===== src/rtl/oled_page_refresh_if.sv =====
// +--------------------------------------------------------------------------+
// | oled_page_refresh_if : host, framebuffer and IIC byte-driver bundle      |
// | Revision 1.0 - initial release                                           |
// +--------------------------------------------------------------------------+
`timescale 1ns/1ps
`default_nettype none

interface oled_page_refresh_if #(
  parameter int FB_AW = 10
);
  logic             start;
  logic             init_req;
  logic             mode;
  logic [7:0]       pattern;
  logic             fb_rd_en;
  logic [FB_AW-1:0] fb_addr;
  logic [7:0]       fb_rd_data;
  logic             iic_done;
  logic             iic_exec;
  logic             iic_w_ctrl;
  logic [7:0]       iic_w_data;
  logic             busy;
  logic             frame_done;
  logic             err;
  logic             init_done;

  // master is the sequencer, slave is the host/framebuffer/driver environment
  modport master (
    input  start, init_req, mode, pattern, fb_rd_data, iic_done,
    output fb_rd_en, fb_addr, iic_exec, iic_w_ctrl, iic_w_data,
           busy, frame_done, err, init_done
  );

  modport slave (
    output start, init_req, mode, pattern, fb_rd_data, iic_done,
    input  fb_rd_en, fb_addr, iic_exec, iic_w_ctrl, iic_w_data,
           busy, frame_done, err, init_done
  );
endinterface

`default_nettype wire


===== src/rtl/oled_page_refresh.sv =====
// +--------------------------------------------------------------------------+
// | oled_page_refresh : SSD1306 init / page refresh sequencer for IIC driver |
// | Revision 1.0 - initial release                                           |
// +--------------------------------------------------------------------------+
`timescale 1ns/1ps
`default_nettype none

module oled_page_refresh #(
  parameter int NUM_PAGES  = 8,
  parameter int NUM_COLS   = 128,
  parameter int COL_OFFSET = 0,
  parameter int TIMEOUT    = 4096,
  parameter int FB_AW      = 10
) (
  input  wire logic        iic_driver_clk,
  input  wire logic        sys_rst_n,
  oled_page_refresh_if.master bus
);

  typedef enum logic [3:0] {
    ST_IDLE, ST_FETCH, ST_FETCH_WAIT, ST_LATCH, ST_ISSUE,
    ST_WAIT_LO, ST_WAIT_HI, ST_DONE, ST_ERR
  } state_t;

  typedef enum logic [1:0] {PH_INIT, PH_CURSOR, PH_DATA} phase_t;

  localparam int         WD_W      = $clog2(TIMEOUT + 1);
  localparam logic [7:0] MUX_ARG   = 8'(NUM_PAGES * 8 - 1);
  localparam logic [7:0] COL_OFF   = 8'(COL_OFFSET);
  localparam logic [2:0] LAST_PAGE = 3'(NUM_PAGES - 1);
  localparam logic [6:0] LAST_COL  = 7'(NUM_COLS - 1);

  state_t           state_q, state_d;
  phase_t           phase_q, phase_d;
  logic [4:0]       init_idx_q, init_idx_d;
  logic [1:0]       cur_idx_q, cur_idx_d;
  logic [2:0]       page_q, page_d;
  logic [6:0]       col_q, col_d;
  logic             pend_q, pend_d;
  logic             mode_q, mode_d;
  logic [7:0]       pattern_q, pattern_d;
  logic [7:0]       fb_byte_q, fb_byte_d;
  logic [WD_W-1:0]  wdog_q, wdog_d;
  logic             busy_q, busy_d;
  logic             frame_done_q, frame_done_d;
  logic             err_q, err_d;
  logic             init_done_q, init_done_d;
  logic             exec_q, exec_d;
  logic             w_ctrl_q, w_ctrl_d;
  logic [7:0]       w_data_q, w_data_d;
  logic             fb_rd_en_q, fb_rd_en_d;
  logic [FB_AW-1:0] fb_addr_q, fb_addr_d;

  logic [7:0]       byte_w;
  logic             wd_expired_w;
  logic             go_err_w;
  logic             finish_w;

  function automatic logic [7:0] init_byte(input logic [4:0] idx);
    case (idx)
      5'd0:  init_byte = 8'hAE;   5'd1:  init_byte = 8'hD5;
      5'd2:  init_byte = 8'h80;   5'd3:  init_byte = 8'hA8;
      5'd4:  init_byte = MUX_ARG; 5'd5:  init_byte = 8'hD3;
      5'd6:  init_byte = 8'h00;   5'd7:  init_byte = 8'h40;
      5'd8:  init_byte = 8'hA1;   5'd9:  init_byte = 8'hC8;
      5'd10: init_byte = 8'hDA;   5'd11: init_byte = 8'h12;
      5'd12: init_byte = 8'h81;   5'd13: init_byte = 8'hCF;
      5'd14: init_byte = 8'hD9;   5'd15: init_byte = 8'hF1;
      5'd16: init_byte = 8'hDB;   5'd17: init_byte = 8'h30;
      5'd18: init_byte = 8'hA4;   5'd19: init_byte = 8'hA6;
      5'd20: init_byte = 8'h8D;   5'd21: init_byte = 8'h14;
      default: init_byte = 8'hAF;
    endcase
  endfunction

  always_comb begin
    byte_w = fb_byte_q;
    case (phase_q)
      PH_INIT:   byte_w = init_byte(init_idx_q);
      PH_CURSOR: begin
        case (cur_idx_q)
          2'd0:    byte_w = 8'hB0 | {5'd0, page_q};
          2'd1:    byte_w = 8'h10 | {4'd0, COL_OFF[7:4]};
          default: byte_w = {4'd0, COL_OFF[3:0]};
        endcase
      end
      default:   byte_w = mode_q ? (page_q[0] ? pattern_q : ~pattern_q) : fb_byte_q;
    endcase
  end

  assign wd_expired_w = (wdog_q == WD_W'(TIMEOUT - 1));

  always_comb begin
    state_d      = state_q;
    phase_d      = phase_q;
    init_idx_d   = init_idx_q;
    cur_idx_d    = cur_idx_q;
    page_d       = page_q;
    col_d        = col_q;
    pend_d       = pend_q;
    mode_d       = mode_q;
    pattern_d    = pattern_q;
    fb_byte_d    = fb_byte_q;
    wdog_d       = wdog_q;
    busy_d       = busy_q;
    frame_done_d = 1'b0;
    err_d        = err_q;
    init_done_d  = init_done_q;
    exec_d       = 1'b0;
    w_ctrl_d     = w_ctrl_q;
    w_data_d     = w_data_q;
    fb_rd_en_d   = 1'b0;
    fb_addr_d    = fb_addr_q;
    go_err_w     = 1'b0;
    finish_w     = 1'b0;

    case (state_q)
      ST_IDLE: begin
        if (bus.start || bus.init_req) begin
          busy_d     = 1'b1;
          err_d      = 1'b0;
          wdog_d     = '0;
          init_idx_d = '0;
          cur_idx_d  = '0;
          page_d     = '0;
          col_d      = '0;
          state_d    = ST_ISSUE;
          if (bus.start) begin
            mode_d    = bus.mode;
            pattern_d = bus.pattern;
          end
          // a start alongside init_req (or before first init) refreshes after init
          if (bus.init_req || !init_done_q) begin
            phase_d = PH_INIT;
            pend_d  = bus.start;
          end else begin
            phase_d = PH_CURSOR;
            pend_d  = 1'b0;
          end
        end
      end
      ST_FETCH: begin
        fb_rd_en_d = 1'b1;
        fb_addr_d  = FB_AW'(int'(page_q) * NUM_COLS + int'(col_q));
        state_d    = ST_FETCH_WAIT;
      end
      ST_FETCH_WAIT: state_d = ST_LATCH;
      ST_LATCH: begin
        fb_byte_d = bus.fb_rd_data;
        wdog_d    = '0;
        state_d   = ST_ISSUE;
      end
      ST_ISSUE: begin
        if (bus.iic_done) begin
          exec_d   = 1'b1;
          w_ctrl_d = (phase_q != PH_DATA);
          w_data_d = byte_w;
          wdog_d   = '0;
          state_d  = ST_WAIT_LO;
        end else if (wd_expired_w) go_err_w = 1'b1;
        else wdog_d = wdog_q + 1'b1;
      end
      ST_WAIT_LO: begin
        if (!bus.iic_done) begin
          wdog_d  = '0;
          state_d = ST_WAIT_HI;
        end else if (wd_expired_w) go_err_w = 1'b1;
        else wdog_d = wdog_q + 1'b1;
      end
      ST_WAIT_HI: begin
        if (bus.iic_done) begin
          wdog_d  = '0;
          state_d = ST_ISSUE;
          case (phase_q)
            PH_INIT: begin
              if (init_idx_q == 5'd22) begin
                init_done_d = 1'b1;
                if (pend_q) phase_d = PH_CURSOR;
                else        finish_w = 1'b1;
              end else init_idx_d = init_idx_q + 5'd1;
            end
            PH_CURSOR: begin
              if (cur_idx_q == 2'd2) begin
                phase_d = PH_DATA;
                col_d   = '0;
                if (!mode_q) state_d = ST_FETCH;
              end else cur_idx_d = cur_idx_q + 2'd1;
            end
            default: begin
              if (col_q == LAST_COL) begin
                if (page_q == LAST_PAGE) finish_w = 1'b1;
                else begin
                  page_d    = page_q + 3'd1;
                  cur_idx_d = '0;
                  phase_d   = PH_CURSOR;
                end
              end else begin
                col_d = col_q + 7'd1;
                if (!mode_q) state_d = ST_FETCH;
              end
            end
          endcase
        end else if (wd_expired_w) go_err_w = 1'b1;
        else wdog_d = wdog_q + 1'b1;
      end
      default: state_d = ST_IDLE;
    endcase

    if (finish_w) begin
      state_d      = ST_DONE;
      frame_done_d = 1'b1;
      busy_d       = 1'b0;
    end
    if (go_err_w) begin
      state_d = ST_ERR;
      err_d   = 1'b1;
      busy_d  = 1'b0;
      exec_d  = 1'b0;
      if (phase_q == PH_INIT) init_done_d = 1'b0;
    end
  end

  always_ff @(posedge iic_driver_clk or negedge sys_rst_n) begin
    if (!sys_rst_n) begin
      state_q      <= ST_IDLE;
      phase_q      <= PH_INIT;
      init_idx_q   <= '0;
      cur_idx_q    <= '0;
      page_q       <= '0;
      col_q        <= '0;
      pend_q       <= 1'b0;
      mode_q       <= 1'b0;
      pattern_q    <= '0;
      fb_byte_q    <= '0;
      wdog_q       <= '0;
      busy_q       <= 1'b0;
      frame_done_q <= 1'b0;
      err_q        <= 1'b0;
      init_done_q  <= 1'b0;
      exec_q       <= 1'b0;
      w_ctrl_q     <= 1'b1;
      w_data_q     <= '0;
      fb_rd_en_q   <= 1'b0;
      fb_addr_q    <= '0;
    end else begin
      state_q      <= state_d;
      phase_q      <= phase_d;
      init_idx_q   <= init_idx_d;
      cur_idx_q    <= cur_idx_d;
      page_q       <= page_d;
      col_q        <= col_d;
      pend_q       <= pend_d;
      mode_q       <= mode_d;
      pattern_q    <= pattern_d;
      fb_byte_q    <= fb_byte_d;
      wdog_q       <= wdog_d;
      busy_q       <= busy_d;
      frame_done_q <= frame_done_d;
      err_q        <= err_d;
      init_done_q  <= init_done_d;
      exec_q       <= exec_d;
      w_ctrl_q     <= w_ctrl_d;
      w_data_q     <= w_data_d;
      fb_rd_en_q   <= fb_rd_en_d;
      fb_addr_q    <= fb_addr_d;
    end
  end

  assign bus.busy       = busy_q;
  assign bus.frame_done = frame_done_q;
  assign bus.err        = err_q;
  assign bus.init_done  = init_done_q;
  assign bus.iic_exec   = exec_q;
  assign bus.iic_w_ctrl = w_ctrl_q;
  assign bus.iic_w_data = w_data_q;
  assign bus.fb_rd_en   = fb_rd_en_q;
  assign bus.fb_addr    = fb_addr_q;

endmodule

`default_nettype wire


===== src/flat_wrapper.sv =====
// flat-port wrapper written by rule: the top's interface ports become plain ports
module oled_page_refresh_flat 
#(
  parameter int NUM_PAGES  = 8,
  parameter int NUM_COLS   = 128,
  parameter int COL_OFFSET = 0,
  parameter int TIMEOUT    = 4096,
  parameter int FB_AW      = 10
)
  (iic_driver_clk, sys_rst_n, bus_start, bus_init_req, bus_mode, bus_pattern, bus_fb_rd_data, bus_iic_done, bus_fb_rd_en, bus_fb_addr, bus_iic_exec, bus_iic_w_ctrl, bus_iic_w_data, bus_busy, bus_frame_done, bus_err, bus_init_done);
  oled_page_refresh_if #(.FB_AW(FB_AW)) bus_i ();
  input  wire logic iic_driver_clk;
  input  wire logic sys_rst_n;
  input wire logic [$bits(bus_i.start)-1:0] bus_start;
  input wire logic [$bits(bus_i.init_req)-1:0] bus_init_req;
  input wire logic [$bits(bus_i.mode)-1:0] bus_mode;
  input wire logic [$bits(bus_i.pattern)-1:0] bus_pattern;
  input wire logic [$bits(bus_i.fb_rd_data)-1:0] bus_fb_rd_data;
  input wire logic [$bits(bus_i.iic_done)-1:0] bus_iic_done;
  output wire logic [$bits(bus_i.fb_rd_en)-1:0] bus_fb_rd_en;
  output wire logic [$bits(bus_i.fb_addr)-1:0] bus_fb_addr;
  output wire logic [$bits(bus_i.iic_exec)-1:0] bus_iic_exec;
  output wire logic [$bits(bus_i.iic_w_ctrl)-1:0] bus_iic_w_ctrl;
  output wire logic [$bits(bus_i.iic_w_data)-1:0] bus_iic_w_data;
  output wire logic [$bits(bus_i.busy)-1:0] bus_busy;
  output wire logic [$bits(bus_i.frame_done)-1:0] bus_frame_done;
  output wire logic [$bits(bus_i.err)-1:0] bus_err;
  output wire logic [$bits(bus_i.init_done)-1:0] bus_init_done;
  assign bus_i.start = bus_start;
  assign bus_i.init_req = bus_init_req;
  assign bus_i.mode = bus_mode;
  assign bus_i.pattern = bus_pattern;
  assign bus_i.fb_rd_data = bus_fb_rd_data;
  assign bus_i.iic_done = bus_iic_done;
  assign bus_fb_rd_en = bus_i.fb_rd_en;
  assign bus_fb_addr = bus_i.fb_addr;
  assign bus_iic_exec = bus_i.iic_exec;
  assign bus_iic_w_ctrl = bus_i.iic_w_ctrl;
  assign bus_iic_w_data = bus_i.iic_w_data;
  assign bus_busy = bus_i.busy;
  assign bus_frame_done = bus_i.frame_done;
  assign bus_err = bus_i.err;
  assign bus_init_done = bus_i.init_done;
  oled_page_refresh #(.NUM_PAGES(NUM_PAGES), .NUM_COLS(NUM_COLS), .COL_OFFSET(COL_OFFSET), .TIMEOUT(TIMEOUT), .FB_AW(FB_AW)) u_core (.iic_driver_clk(iic_driver_clk), .sys_rst_n(sys_rst_n), .bus(bus_i));
endmodule

===== config.mk =====
export PLATFORM = sky130hd
export DESIGN_NAME = oled_page_refresh_flat
export DESIGN_NICKNAME = d
export VERILOG_FILES = /design/src/rtl/oled_page_refresh_if.sv /design/src/rtl/oled_page_refresh.sv /design/src/flat_wrapper.sv
export SDC_FILE = /design/constraint.sdc
export NUM_CORES = 1
export LEC_CHECK = 0
export CORE_MARGIN = 2
export CORE_UTILIZATION = 55
export DETAILED_ROUTE_END_ITERATION = 16
export DONT_BUFFER_PORTS = 1
export HOLD_SLACK_MARGIN = 0.06
export PLACE_DENSITY = 0.78
export SKIP_LAST_GASP = 1
export SYNTH_ARGS = -nofsm -noshare
export SYNTH_HDL_FRONTEND = slang
export SYNTH_SLANG_ARGS = --single-unit

===== constraint.sdc =====
create_clock -name iic_driver_clk -period 2.5 [get_ports iic_driver_clk]
set_input_delay 0.375 -clock iic_driver_clk [delete_from_list [all_inputs] [get_ports iic_driver_clk]]
set_output_delay 0.375 -clock iic_driver_clk [all_outputs]
set_load 0.005 [all_outputs]

==> reports/metrics.csv <==
stage,metric,value,unit
detailed_routing,routed wire length,10300,um
clock_network,cts bufs inserted,9,
global_routing,first-pass GRT wire length,17000,um
yosys,"flops & latches, synth",79,
critical_path,Setup CP Type,register to register,
detailed_routing,1st-pass router iterations,7,
clock_network,root buf cell,clkbuf_8,
pwr,Pwr Density,1090,nW/um^2
clock_network,H-tree level count,3,
yosys,top post-synthesis cells by count,"dfrtp_1, a21oi_1, mux2_2, nor2_1, nand2_1",
timing,final-report setup violation count,0,
placed_design,post-detail-place hpwl,7240,um
timing,WHS,100,ps
detailed_routing,met2 WL,4980,um
critical_path,Worst R2R Path Depth,5,
pwr,Pleak,0.00209,uW
timing,Slew Limit Headroom,0.620,
pwr,Max VDD drop,618,uV
critical_path,Worst EP required,2760,ps
yosys,Avg Inst Size Synth,9.77,um^2
global_routing,pin count of the biggest net entering global routing,80,
yosys,share of the synthesized area in the top cell type,0.432,
critical_path,Critical Path AT,2500,ps
timing,Setup Total Neg Slack,0,ps
clock_network,post-CTS setup buffers,0,
timing,Final Cycle Share,0.898,
placed_design,GP Congestion,0.894,
flow_run,Max Cap Viol,0,
yosys,Synth Flop Type,dfrtp_1,
floorplanning,DIE WIDTH,94.6,um
detailed_routing,Final ANT Viol Nets,0,
finish,ANT cells,0,
yosys,simple-gate portion of the synthesized area,0.171,
yosys,cell taking the most area after synthesis,dfrtp_1,
timing,Max Slew Vio Count,0,
yosys,main combinational cell family by area after synthesis,compound AO/OA/AOI/OAI gates,
timing,Final Hold Fails,0,
timing,final clock skew,10.3,ps
detailed_routing,routed len/inst,17.9,um
yosys,Compound-Gate Fraction of Synth Area,0.179,
timing,RSZ-0062 raised after global routing,no,
yosys,post-synthesis sequential area ratio,0.438,
floorplanning,initial core utilization,0.558,
clock_network,Worst-path clk slew,90,ps
detailed_routing,DR vias/cell,6.39,
global_routing,gr ovfl total,0,
detailed_routing,met1 WL,4370,um
worst_hold_path,hold depth,1,
yosys,mapped cell area,4510,um^2
clock_network,worst skew pair latency,370,ps
finish,# nets final,501,
clock_network,hold buffer count at cts,2,
yosys,Synth Instances,462,
clock_network,post_cts resized,0,
yosys,most numerous cell in the Yosys netlist,dfrtp_1,
yosys,Async SR Flop Fraction,1.00,
timing,Worst Max-Slew Pin Slew,570,ps
floorplanning,Std-Cell Core Area,8090,um^2
critical_path,crit path max fanout,6,
floorplanning,number of cell rows,33,
critical_path,Startpoint Class,register,
yosys,multiplexer area fraction after synthesis,0.110,
yosys,Post-Synthesis Net Count,497,
detailed_routing,# DRC,0,
yosys,synth warn,0,
floorplanning,I/O pin count,47,
global_routing,vias in the first global route,3475,
yosys,"top cells by area, synth","dfrtp_1, mux2_2, a21oi_1",
detailed_routing,vias,3680,
worst_hold_path,class of the worst hold path,primary input to register,
clock_network,clk buf depth,2,
critical_path,crit end category,register,
detailed_routing,top routing layer used,met4,
global_routing,initial antenna violation count,0,
finish,P&R area growth vs syn,8.12,%
status,status,finished clean,
floorplanning,die height,94.6,um
finish,layout cells sized above 1,0.170,
yosys,Yosys cell types,64,
detailed_routing,met3 WL,649,um
clock_network,CTS tree,yes,
timing,FMAX,0.445,GHz
yosys,synthesized-area fraction occupied by adder cells,0.0360,
timing,Final min period,2240,ps
yosys,XOR/XNOR Fraction of Synth Area,0.0252,
global_routing,GRT Total Usage,0.247,
clock_network,CTS sink cnt,79,
placed_design,IO Port Bufs,0,
floorplanning,die area,8950,um^2
detailed_routing,starting DRC count in detailed routing,387,
yosys,"EDFF count, synth",0,
## final cells by class
class / instances / area, um^2
fillers: 697 / 3210
clock inverters: 6 / 53.8
well taps: 105 / 131
multi-input cells: 339 / 2350
flip-flops and latches: 79 / 1980
clock buffers: 10 / 138
inverters: 19 / 71.3
repair buffers: 18 / 158
## state kept, by name (all words and copies together), names as in the netlist
register / count
u_core.phase_q: 2
u_core.bus.iic_w_ctrl: 1
u_core.bus.err: 1
u_core.bus.iic_w_data: 8
u_core.bus.fb_addr: 10
u_core.bus.init_done: 1
u_core.bus.fb_rd_en: 1
u_core.bus.iic_exec: 1
u_core.page_q: 3
u_core.fb_byte_q: 8
u_core.col_q: 7
u_core.wdog_q: 13
u_core.init_idx_q: 5
u_core.mode_q: 1
u_core.pattern_q: 8
u_core.state_q: 4
u_core.bus.busy: 1
u_core.pend_q: 1
u_core.bus.frame_done: 1
u_core.cur_idx_q: 2
## where the power goes
group          internal, uW  switching, uW  total (uW)
Clock                   403            526         929
Combinational          1060           1240        2300
Sequential             1640            450        2090
## through the flow
stage          utilization  power (uW)  setup WS, ps  cells  instance area [um^2]
6_report             0.603        5320           255    576                  4880
5_1_grt              0.603        5720           147    576                  4880
4_1_cts              0.603        5320           274    576                  4880
3_5_place_dp         0.575        4360           288    558                  4650
3_3_place_gp         0.575        4250           392    558                  4650
2_1_floorplan            -        3770           559    462                  4510
## kinds of logic after synthesis
kind of cell / after synthesis
AOI/OAI and AO/OA: 122
xor gates and xnor gates: 13
adders and majority gates: 13
buffers and inverters: 44
DFF: 79
muxes: 44
and+or+nand+nor: 147
## cell usage in the layout (no fill, tap or decap), drive strengths merged, types with 4 or more instances in the layout
master	synthesis	final
a211oi	5	5
a21o	4	4
a21oi	35	35
a31oi	19	19
buf	11	17
clkbuf	14	10
dfrtp	78	78
ha	13	13
inv	19	21
mux2	35	35
mux2i	8	8
nand2	32	32
nand2b	9	9
nand3	9	9
nand4	7	7
nor2	35	35
nor2b	5	5
nor3	13	13
nor4	6	6
o211ai	4	4
o21ai	22	22
o31ai	7	7
or2	4	4
or3	6	6
or4	4	4
xnor2	12	12
## worst max-delay path, cell delays in order, from the launching register on
cell      delay (ps)
dfrtp_1          440
ha_1             270
nand4_1          260
o31a_1           400
a211oi_2         370
mux2_2           390
## layer usage
layer | global-route usage | vias to the layer above
li1 | - | 1711
met1 | 0.326 | 1806
met2 | 0.387 | 139
met3 | 0.0607 | 24
met4 | 0.112 | 0
met5 | 0 | -
## final timing paths
kind / slack, ps / endpoint / from
min in group asynchronous: 570 / u_core.wdog_q[3]$_DFFE_PN0P_ / sys_rst_n
max in group asynchronous: 1600 / u_core.bus.iic_w_ctrl$_DFFE_PN1P_ / sys_rst_n
setup reg to reg: 260 / u_core.page_q[0]$_DFFE_PN0P_ / u_core.col_q[0]$_DFFE_PN0P_
hold reg to reg: 510 / u_core.fb_byte_q[6]$_DFFE_PN0P_ / u_core.fb_byte_q[6]$_DFFE_PN0P_
hold / removal: 100 / u_core.state_q[2]$_DFFE_PN0P_ / bus_iic_done
setup / recovery: 260 / u_core.page_q[0]$_DFFE_PN0P_ / u_core.col_q[0]$_DFFE_PN0P_
Note: power is estimated with default switching activity, not from simulation.
